File: config.mk
export PLATFORM = sky130hd
export DESIGN_NAME = bcd_conv_sequencer_flat
export DESIGN_NICKNAME = d
export VERILOG_FILES = /design/src/rtl/bcd_conv_if.sv /design/src/rtl/bcd_conv_sequencer.sv /design/src/flat_wrapper.sv
export SDC_FILE = /design/constraint.sdc
export NUM_CORES = 1
export LEC_CHECK = 0
export CORE_MARGIN = 4
export CORE_UTILIZATION = 40
export CTS_BUF_LIST = sky130_fd_sc_hd__clkbuf_4 sky130_fd_sc_hd__clkbuf_8
export CTS_CLUSTER_DIAMETER = 200
export DETAILED_ROUTE_END_ITERATION = 7
export GPL_TIMING_DRIVEN = 0
export SLEW_MARGIN = 20
export SYNTH_ARGS = -nofsm -noshare
export SYNTH_HDL_FRONTEND = slang
export SYNTH_SLANG_ARGS = --single-unit
File: constraint.sdc
create_clock -name clk -period 6.9 [get_ports clk]
set_input_delay 1.38 -clock clk [delete_from_list [all_inputs] [get_ports clk]]
set_output_delay 1.38 -clock clk [all_outputs]
set_load 0.02 [all_outputs]
File: src/rtl/bcd_conv_if.sv
// Handshake and result bundle for the sequential binary-to-BCD converter.
interface bcd_conv_if #(
    parameter int W      = 21,
    parameter int DIGITS = 7
);
    logic                  in_valid;
    logic                  in_ready;
    logic [W-1:0]          in_data;
    logic                  out_valid;
    logic                  out_ready;
    logic [4*DIGITS-1:0]   bcd_out;
    logic                  sign_out;
    logic [DIGITS-1:0]     digit_blank;
    logic                  busy;

    modport master (
        output in_valid, in_data, out_ready,
        input  in_ready, out_valid, bcd_out, sign_out, digit_blank, busy
    );

    modport slave (
        input  in_valid, in_data, out_ready,
        output in_ready, out_valid, bcd_out, sign_out, digit_blank, busy
    );
endinterface

File: src/rtl/bcd_conv_sequencer.sv
// Sequential double-dabble binary-to-BCD converter, one shift per clock.
// Define BCD_LEADING_ZERO_BLANK_EN to generate the leading-zero blank mask.
module bcd_conv_sequencer #(
    parameter int W      = 21,
    parameter int DIGITS = 7
) (
    input logic      clk,
    input logic      reset,
    bcd_conv_if.slave bus
);
    localparam int CW = $clog2(W + 1);
    localparam int BW = 4 * DIGITS;

    if (64'd10 ** DIGITS <= (64'd1 << (W - 1))) begin : g_param_chk
        $error("DIGITS too small to hold 2^(W-1)");
    end

    typedef enum logic [1:0] {IDLE, SHIFT, DONE} state_t;

    state_t         state, state_nx;
    logic [W-1:0]   bin, mag;
    logic [BW-1:0]  acc, acc_cor, acc_nx;
    logic [W-1:0]   bin_nx;
    logic [BW+W-1:0] shifted;
    logic [CW-1:0]  cnt;
    logic           sign, last;
    logic [BW-1:0]  bcd_q;
    logic           sign_q;
    logic           in_ready, out_valid, busy;

    assign last = (cnt == CW'(W - 1));
    assign mag  = bus.in_data[W-1] ? (~bus.in_data + 1'b1) : bus.in_data;

    always_ff @(posedge clk) begin
        if (reset) state <= IDLE;
        else       state <= state_nx;
    end

    always_comb begin
        state_nx  = state;
        in_ready  = 1'b0;
        out_valid = 1'b0;
        busy      = 1'b0;
        unique case (state)
            IDLE: begin
                in_ready = 1'b1;
                if (bus.in_valid) state_nx = SHIFT;
            end
            SHIFT: begin
                busy = 1'b1;
                if (last) state_nx = DONE;
            end
            DONE: begin
                out_valid = 1'b1;
                if (bus.out_ready) state_nx = IDLE;
            end
            default: state_nx = IDLE;
        endcase
    end

    // All digits are corrected in parallel before the joint shift
    always_comb begin
        acc_cor = acc;
        for (int k = 0; k < DIGITS; k++) begin
            if (acc[4*k +: 4] >= 4'd5)
                acc_cor[4*k +: 4] = acc[4*k +: 4] + 4'd3;
        end
        shifted = {acc_cor, bin} << 1;
        acc_nx  = shifted[BW+W-1:W];
        bin_nx  = shifted[W-1:0];
    end

    always_ff @(posedge clk) begin
        if (reset) begin
            bin    <= '0;
            acc    <= '0;
            cnt    <= '0;
            sign   <= 1'b0;
            bcd_q  <= '0;
            sign_q <= 1'b0;
        end else if (state == IDLE && bus.in_valid) begin
            bin  <= mag;
            sign <= bus.in_data[W-1];
            acc  <= '0;
            cnt  <= '0;
        end else if (state == SHIFT) begin
            acc <= acc_nx;
            bin <= bin_nx;
            cnt <= cnt + 1'b1;
            if (last) begin
                bcd_q  <= acc_nx;
                sign_q <= sign;
            end
        end
    end

`ifdef BCD_LEADING_ZERO_BLANK_EN
    logic [DIGITS-1:0] blank_q, blank_nx;

    // Blank every digit above the most significant nonzero one; digit 0 always shows
    always_comb begin
        logic nz;
        nz       = 1'b0;
        blank_nx = '0;
        for (int k = DIGITS - 1; k > 0; k--) begin
            if (acc_nx[4*k +: 4] != 4'd0) nz = 1'b1;
            blank_nx[k] = ~nz;
        end
    end

    always_ff @(posedge clk) begin
        if (reset)
            blank_q <= '0;
        else if (state == SHIFT && last)
            blank_q <= blank_nx;
    end

    assign bus.digit_blank = blank_q;
`else
    assign bus.digit_blank = '0;
`endif

    assign bus.in_ready  = in_ready;
    assign bus.out_valid = out_valid;
    assign bus.busy      = busy;
    assign bus.bcd_out   = bcd_q;
    assign bus.sign_out  = sign_q;
endmodule

File: src/flat_wrapper.sv
// flat-port wrapper written by rule: the top's interface ports become plain ports
module bcd_conv_sequencer_flat 
#(
    parameter int W      = 21,
    parameter int DIGITS = 7
)
  (clk, reset, bus_in_valid, bus_in_data, bus_out_ready, bus_in_ready, bus_out_valid, bus_bcd_out, bus_sign_out, bus_digit_blank, bus_busy);
  bcd_conv_if #(.W(W), .DIGITS(DIGITS)) bus_i ();
  input logic clk;
  input logic reset;
  input wire logic [$bits(bus_i.in_valid)-1:0] bus_in_valid;
  input wire logic [$bits(bus_i.in_data)-1:0] bus_in_data;
  input wire logic [$bits(bus_i.out_ready)-1:0] bus_out_ready;
  output wire logic [$bits(bus_i.in_ready)-1:0] bus_in_ready;
  output wire logic [$bits(bus_i.out_valid)-1:0] bus_out_valid;
  output wire logic [$bits(bus_i.bcd_out)-1:0] bus_bcd_out;
  output wire logic [$bits(bus_i.sign_out)-1:0] bus_sign_out;
  output wire logic [$bits(bus_i.digit_blank)-1:0] bus_digit_blank;
  output wire logic [$bits(bus_i.busy)-1:0] bus_busy;
  assign bus_i.in_valid = bus_in_valid;
  assign bus_i.in_data = bus_in_data;
  assign bus_i.out_ready = bus_out_ready;
  assign bus_in_ready = bus_i.in_ready;
  assign bus_out_valid = bus_i.out_valid;
  assign bus_bcd_out = bus_i.bcd_out;
  assign bus_sign_out = bus_i.sign_out;
  assign bus_digit_blank = bus_i.digit_blank;
  assign bus_busy = bus_i.busy;
  bcd_conv_sequencer #(.W(W), .DIGITS(DIGITS)) u_core (.clk(clk), .reset(reset), .bus(bus_i));
endmodule
Word-level counts from Yosys, hierarchy flattened
Cells that the tools add are included.
Widths: inputs -> output; s select.
{"block": "word_totals", "romBits": 0, "ramBits": 0, "regBits": 86, "memories": 0, "output_inout_bits": 39, "wordCells": 54, "latch_bits": 0}
{"block": "classes", "add_sub_neg": 9, "bitwise_logic": 2, "n_shift": 0, "div_mod_pow": 0, "n_mul": 0, "n_eq_ne": 6, "n_lt_le_gt_ge": 7, "mux": 17, "n_reduce_logical": 6}
{"operator": "$mux 21", "n": 3}
{"operator": "$ge 4x3->1 const B", "n": 7}
{"operator": "$add 4x2->4 const B", "n": 6}
{"operator": "$mux 4", "n": 6}
{"operator": "$add 21x1->21 const B", "n": 1}
{"operator": "$not 21->21", "n": 1}
{"operator": "$mux 2", "n": 3}
{"operator": "$pmux 2 s3", "n": 1}
{"operator": "$reduce_and 3->1", "n": 2}
{"operator": "$add 5x1->5 const B", "n": 1}
{"operator": "$eq 5x5->1 const B", "n": 1}
{"operator": "$ne 2x2->1 const B", "n": 2}
{"operator": "$add 3x2->3 const B", "n": 1}
{"operator": "$mux 1", "n": 3}
{"operator": "$mux 3", "n": 1}
{"operator": "$eq 2x1->1 const B", "n": 1}
{"operator": "$eq 2x2->1 const B", "n": 1}
{"operator": "$logic_not 2->1", "n": 1}
{"operator": "$ne 2x1->1 const B", "n": 1}
{"operator": "$reduce_bool 2->1", "n": 1}
{"operator": "$reduce_or 2->1", "n": 1}
{"operator": "$logic_and 1x1->1", "n": 1}
{"operator": "$not 1->1", "n": 1}

Depth between registers and ports, before layout
Gate-level depths: netlist of the first run.
{"block": "depth", "ltp_word": 4, "ltp_mapped": 8}

Worst setup path after synthesis of the first run
Ideal clock, no wire load.
{"block": "synth_path", "path_kind": "input -> register", "startpoint": "input bus_in_data[0]", "endpoint": "register u_core.bin[18]", "path_slack_ns": 3.666, "arrival_ns": 3.120, "stages": 8, "setup_time_ns": 0.114, "cell_sequence": "inv_1 ha_1 or3b_2 or3_1 buf_2 o31ai_1 xor2_1 a2111oi_0"}
{"block": "synth_between", "elab_chain_len": 4}
{"element": "start, declared", "line_no": "flat_wrapper.sv:12", "text": "input wire logic [$bits(bus_i.in_data)-1:0] bus_in_data;"}
{"element": "$not 21->21", "line_no": "bcd_conv_sequencer.sv:32", "text": "assign mag = bus.in_data[W-1] ? (~bus.in_data + 1'b1) : bus.in_data;"}
{"element": "$add 21x1->21", "line_no": "bcd_conv_sequencer.sv:32"}
{"element": "$mux 21", "line_no": "bcd_conv_sequencer.sv:32"}
{"element": "$mux 21", "line_no": "bcd_conv_sequencer.sv:81", "text": "end else if (state == IDLE && bus.in_valid) begin"}
{"element": "end signal, assigned", "line_no": "bcd_conv_sequencer.sv:82", "text": "bin <= mag;"}
{"element": "end signal, assigned", "line_no": "bcd_conv_sequencer.sv:88", "text": "bin <= bin_nx;"}
{"element": "end, declared", "line_no": "bcd_conv_sequencer.sv:21", "text": "logic [W-1:0] bin, mag;"}
Every way passes these cells.
A chain may end at the register's enable or synchronous reset.

Final worst setup path of the first run
{"block": "layout_path", "startpoint": "register u_core.state[1]", "endpoint": "output bus_busy"}
{"block": "layout_between", "elab_chain_len": 2}
{"element": "start, declared", "line_no": "bcd_conv_sequencer.sv:20", "text": "state_t state, state_nx;"}
{"element": "start signal, assigned", "line_no": "bcd_conv_sequencer.sv:36", "text": "else state <= state_nx;"}
{"element": "$eq 2x1->1", "line_no": "bcd_conv_sequencer.sv:44", "text": "unique case (state)"}
{"element": "$mux 1", "line_no": "bcd_conv_sequencer.sv:44"}
{"element": "end, declared", "line_no": "flat_wrapper.sv:19", "text": "output wire logic [$bits(bus_i.busy)-1:0] bus_busy;"}
Every way passes these cells.

==> out/summary.txt, run 1 <==
status = completed
Yosys top cell by area = dfxtp_1
Worst path top cell family by delay = buffers and inverters
Syn-to-layout area delta = 22.9%
Root Driver = clkbuf_8
initial drt markers = 170
maximum vdd drop = 110 uV
CP required = 5.52 ns
delay of the slowest cell on the worst path = 0.71 ns
Mapped Avg Cell Area = 8.12 um2
Async SR Flop Fraction = 0
Fmax = 237 MHz
Detail Route Antenna Nets = 0
TritonCTS clock tree = built
switching power total = 0.262 mW
Crit Path Class = reg -> out
crit path DAT = 2.84 ns
vias in the first global route = 3595
largest net degree at the start of global routing = 15
Final Max Tran Viols = 0
Critical-path top delay cell = clkdlybuf4s50_1
skew final = 0.0116 ns
residual DRC count = 0
number of enable flip-flop cells after synthesis = 0
DIE AREA = 12400 um2
gpl congestion = 0.791
final hold vios = 0
first-pass GRT wire length = 17600 um
WL final = 10600 um
Setup crit start kind = flip-flop
synth warn = 0
Lkg Pwr = 1.85 nW
TritonCTS Buffers = 9
Final Instance Area = 5260 um2
ys flop type = dfxtp_1
initial antenna violation count = 0
CP endpoint kind = primary output
postcts setup bufs = 0
Int Power = 0.777 mW
number of max-cap violations = 0
Cell Area, Placed = 5030 um2
die width = 111 um
final-stage net count = 642
Reg2Reg Setup Slack = 4.60 ns
clock sink count = 86
Initial Util = 0.413
mapped cell area = 4280 um2
Clock transition at path regs = 0.08 ns
clock latency on the worst-skew pair = 0.37 ns
combinational share of power = 0.117
CTS H-tree lvls = 3
Post-Synthesis Cells = 527
final setup fails = 0
Max FO, Critical Path = 10
worst-margin pin slew = 0.658 ns
Hold Buf Count CTS = 0
slew margin rel. = 0.561
Sw Share = 0.253
gr ovfl total = 0
RSZ-0062 raised after global routing = no
Critical path buffers and inverters = 5
I/O pin total = 64
Hold Path Class = reg -> reg
Vias = 3775
ranking of synthesized cells by area = dfxtp_1 (40%), nand2_1 (8.1%), a21oi_1 (7.5%), ha_1 (5.0%), mux2i_1 (3.7%)
PD cells = 198 nW/um2
Seq/Total Area, Yosys = 0.402
Pre-Repair DR Iteration Count = 4
top-area cell type share of the netlist area = 0.402
worst-path cell chain = nand2b_1, buf_2, clkinv_1, clkbuf_1, buf_1, clkdlybuf4s50_1
Final min period = 4.22 ns
final core utilization = 0.507
Fill cells = 1068
hpwl dp = 7950 um
n_diodes = 0
placeable core area = 10400 um2
Final period util = 0.612
share of cells above drive strength 1 = 0.0545
Clock power frac = 0.384
GRT Util Overall = 0.174
per-cell routed wire length = 14.2 um
die height = 111 um
Unique masters post-synth = 40
#FFs+latches synth = 86
CTS resizes = 0
sequential share of power = 0.499
clock buffer depth = 2
Vias per Instance = 5.09
Fin Setup TNS = 0 ns
FP Rows = 37
port bufs = 56
through the flow:
step	setup slack [ns]	cells	hold WS (ns)	total power, mW
floorplan	3.67	533	0.432	0.606
global placement	3.03	725	0.443	0.649
detailed placement	2.95	725	0.448	0.652
CTS	2.66	741	0.460	1.05
global route	2.52	741	0.483	1.09
finish	2.68	741	0.455	1.04
registers in the layout (all words and copies together) (netlist names):
| name | count |
|---|---|
| u_core.bus.bcd_out | 28 |
| u_core.cnt | 5 |
| u_core.sign | 1 |
| u_core.bus.sign_out | 1 |
| u_core.bin | 21 |
| u_core.acc | 28 |
| u_core.state | 2 |
Yosys cell counts (2+ instances only):
| cell | number |
|---|---|
| nor3b_1 | 13 |
| or4_4 | 2 |
| xnor2_1 | 10 |
| nor3_1 | 8 |
| o41ai_2 | 2 |
| clkbuf_1 | 27 |
| buf_4 | 7 |
| o21ai_0 | 19 |
| mux2i_1 | 16 |
| a311oi_1 | 4 |
| nand4_1 | 2 |
| nand2_1 | 92 |
| buf_1 | 3 |
| nand3_1 | 9 |
| or3_1 | 2 |
| and3_1 | 3 |
| nand2b_1 | 12 |
| dfxtp_1 | 86 |
| a221oi_1 | 3 |
| ha_1 | 17 |
| nor4_1 | 2 |
| buf_2 | 2 |
| a2111oi_0 | 2 |
| inv_1 | 19 |
| a211oi_1 | 20 |
| o31ai_1 | 5 |
| nor2_1 | 39 |
| a21oi_1 | 64 |
| xor2_1 | 18 |
| o22ai_1 | 9 |
kinds of logic after synthesis:
family,Yosys count,share of synthesized area
and+or+nand+nor,189,0.202
AOI/OAI and AO/OA,130,0.189
DFF,86,0.402
buffers and inverters,60,0.0611
xor gates and xnor gates,28,0.0573
adders and majority gates,17,0.0497
muxes,16,0.0374
other,1,0.000877
layout by cell type (no fill, tap or decap), types with 16 or more instances in the layout:
cell type / count
a211oi_1: 20
a21oi_1: 64
clkbuf_1: 27
clkdlybuf4s50_1: 56
dfxtp_1: 86
ha_1: 17
inv_1: 19
mux2i_1: 16
nand2_1: 92
nor2_1: 39
o21ai_0: 19
xor2_1: 18
layout make-up:
class                      instances  area (um2)  share of cell area
buffer                            40         186              0.0355
clock buffer                      11         145              0.0276
clock inverter                     5        82.6              0.0157
inverter                          20        75.1              0.0143
multi-input combinational        387        2320               0.441
sequential                        86        1720               0.327
tap                              136         170              0.0324
timing repair buffer              56         561               0.107
power groups by stage:
stage                     Sequential [mW]  Clock [mW]  Combinational, mW
after global routing                0.521       0.433              0.134
after CTS                           0.519       0.412              0.122
after global placement              0.530           0              0.119
after floorplan                     0.528           0             0.0773
final                               0.519       0.399              0.121
after detailed placement            0.531           0              0.122
path summary, 6_finish.rpt:
kind	end	from	cells past startpoint
setup / recovery	bus_busy	u_core.state[1]$_SDFFE_PP0P_	6
hold / removal	u_core.acc[25]$_SDFFE_PP0N_	u_core.acc[25]$_SDFFE_PP0N_	2
setup reg to reg	u_core.bus.bcd_out[24]$_SDFFE_PP0P_	u_core.state[1]$_SDFFE_PP0P_	8
hold reg to reg	u_core.acc[25]$_SDFFE_PP0N_	u_core.acc[25]$_SDFFE_PP0N_	2
worst reg2reg max path: cells and delay by family (launching register included):
kind                   cells  cell delay [ns]
and+or+nand+nor            3             0.39
DFF                        1             0.36
AOI/OAI and AO/OA          1             0.21
buffers and inverters      4             1.27
per-layer routing:
metal  vias up  GRT usage  share of wire
met5         -          0              0
met4         0     0.0673          0.018
li1       1944          -              -
met1      1731      0.221           0.47
met3        17     0.0370          0.041
met2        83      0.291           0.47
No activity file was read; power rests on OpenSTA's default activity.
==> run 2, diff against run 1 <==
clock period = 3.65 ns   (was 6.9 ns; I/O delays follow)
==> out/summary.txt, run 2 (synthesis gave the netlist of run 1 again) <==
status = completed
share of cells above drive strength 1 = 0.0562 (+0.00165)
crit path DAT = 2.64 ns (-0.20 ns)
final setup fails = 0 (unchanged)
CP endpoint kind = primary output
gpl congestion = 0.791 (unchanged)
worst-margin pin slew = 0.658 ns (+0.0000000596 ns)
final core utilization = 0.507 (about the same)
n_diodes = 0 (unchanged)
Hold Path Class = reg -> reg
Setup crit start kind = flip-flop
Root Driver = clkbuf_8
Vias per Instance = 5.09 (about the same)
worst-path cell chain = nand2b_1, buf_2, clkinv_1, clkbuf_1, clkbuf_2, clkdlybuf4s50_1
FP Rows = 37 (unchanged)
Final min period = 3.37 ns
Syn-to-layout area delta = 23.0% (about the same)
Worst R2R Start = u_core.state[1]$_SDFFE_PP0P_
placeable core area = 10400 um2 (unchanged)
CTS resizes = 0 (unchanged)
clock buffer depth = 2 (unchanged)
largest net degree at the start of global routing = 15 (unchanged)
Detail Route Antenna Nets = 0 (unchanged)
postcts setup bufs = 0 (unchanged)
vias in the first global route = 3595 (unchanged)
leading cell types in the layout, fill and taps excluded = nand2_1 (92), dfxtp_1 (86), a21oi_1 (64)
CTS H-tree lvls = 3 (unchanged)
RSZ-0062 raised after global routing = no
port bufs = 56 (unchanged)
die width = 111 um (unchanged)
Setup crit start = u_core.state[1]$_SDFFE_PP0P_
delay of the slowest cell on the worst path = 0.66 ns (-0.05 ns)
clock latency on the worst-skew pair = 0.37 ns (about the same)
slew margin rel. = 0.561 (unchanged)
Lkg Pwr = 1.86 nW (+0.17%)
TritonCTS Buffers = 9 (unchanged)
die height = 111 um (unchanged)
maximum vdd drop = 207 uV (+89%)
Critical path buffers and inverters = 5 (unchanged)
CP required = 2.92 ns (-2.60 ns)
Fmax = 296 MHz
power consumption = 1.96 mW (+89%)
commonest non-fill, non-tap cell in the layout = nand2_1
Initial Util = 0.413 (unchanged)
Clock transition at path regs = 0.08 ns (about the same)
residual DRC count = 0 (unchanged)
Crit Path Class = reg -> out
Hold Buf Count CTS = 0 (unchanged)
first-pass GRT wire length = 17600 um (unchanged)
skew final = 0.0116 ns (-0.000000100 ns)
gr ovfl total = 0 (unchanged)
GRT Util Overall = 0.174 (unchanged)
final-stage net count = 642 (unchanged)
Pre-Repair DR Iteration Count = 4 (unchanged)
hold wc startpoint = u_core.acc[25]$_SDFFE_PP0N_
I/O pin total = 64 (unchanged)
hpwl dp = 7950 um (unchanged)
Fin Setup TNS = 0 ns (unchanged)
Max FO, Critical Path = 10 (unchanged)
Fill cells = 1067 (-0.094%)
TritonCTS clock tree = built
PD cells = 374 nW/um2 (+89%)
clock sink count = 86 (unchanged)
number of max-cap violations = 0 (unchanged)
Final Max Tran Viols = 0 (unchanged)
Critical-path top delay cell = clkdlybuf4s50_1
final hold vios = 0 (unchanged)
DIE AREA = 12400 um2 (unchanged)
Worst path top cell family by delay = buffers and inverters
Final period util = 0.925
per-cell routed wire length = 14.2 um (about the same)
Vias = 3773 (-0.053%)
initial antenna violation count = 0 (unchanged)
WL final = 10600 um (about the same)
initial drt markers = 169 (-0.59%)
run 2: cell types whose count changed in the layout (fill, tap and decap cells not counted):
cell,before,now
buf_1,3,2
clkbuf_2,0,1
run 2: metal layers:
| metal | part of all wire | routed length (um) | global-route usage |
|---|---|---|---|
| met1 | 0.47 | 4930 | 0.221 |
| met2 | 0.47 | 5000 | 0.291 |
| met3 | 0.041 | 435 | 0.0370 |
| met4 | 0.018 | 191 | 0.0673 |
| met5 | 0 | 0 | 0 |
run 2: worst paths after layout:
kind                                         end  slack, ns  cells after the start
max                                     bus_busy       0.28                      6
min                  u_core.acc[25]$_SDFFE_PP0N_       0.46                      2
max reg2reg  u_core.bus.bcd_out[24]$_SDFFE_PP0P_       1.35                      8
min reg2reg          u_core.acc[25]$_SDFFE_PP0N_       0.46                      2
run 2: tightest hold or removal path: stages, from the launching register on:
cell and delay (ns):
dfxtp_1 0.31, nand2_1 0.05, a21oi_1 0.05
run 2: area by class of cell:
type,instances,area (um2),area share
sequential,86,1720,0.327
buffer,40,188,0.0357
timing repair buffer,56,561,0.107
multi-input combinational,387,2320,0.441
tap,136,170,0.0324
clock inverter,5,82.6,0.0157
inverter,20,75.1,0.0143
clock buffer,11,145,0.0276
run 2: metrics by stage:
step	worst slack (ns)	instance area, um2	cells	hold WS, ns
global route	0.121	5260	741	0.483
detailed placement	0.351	5030	725	0.448
finish	0.275	5260	741	0.455
floorplan	1.07	4300	533	0.432
global placement	0.427	5030	725	0.443
CTS	0.0631	5260	741	0.460
run 2: power by group:
| group | internal (mW) | total (mW) | switching [mW] |
|---|---|---|---|
| clock | 0.412 | 0.754 | 0.343 |
| sequential | 0.964 | 0.981 | 0.0176 |
| combinational | 0.0936 | 0.229 | 0.136 |
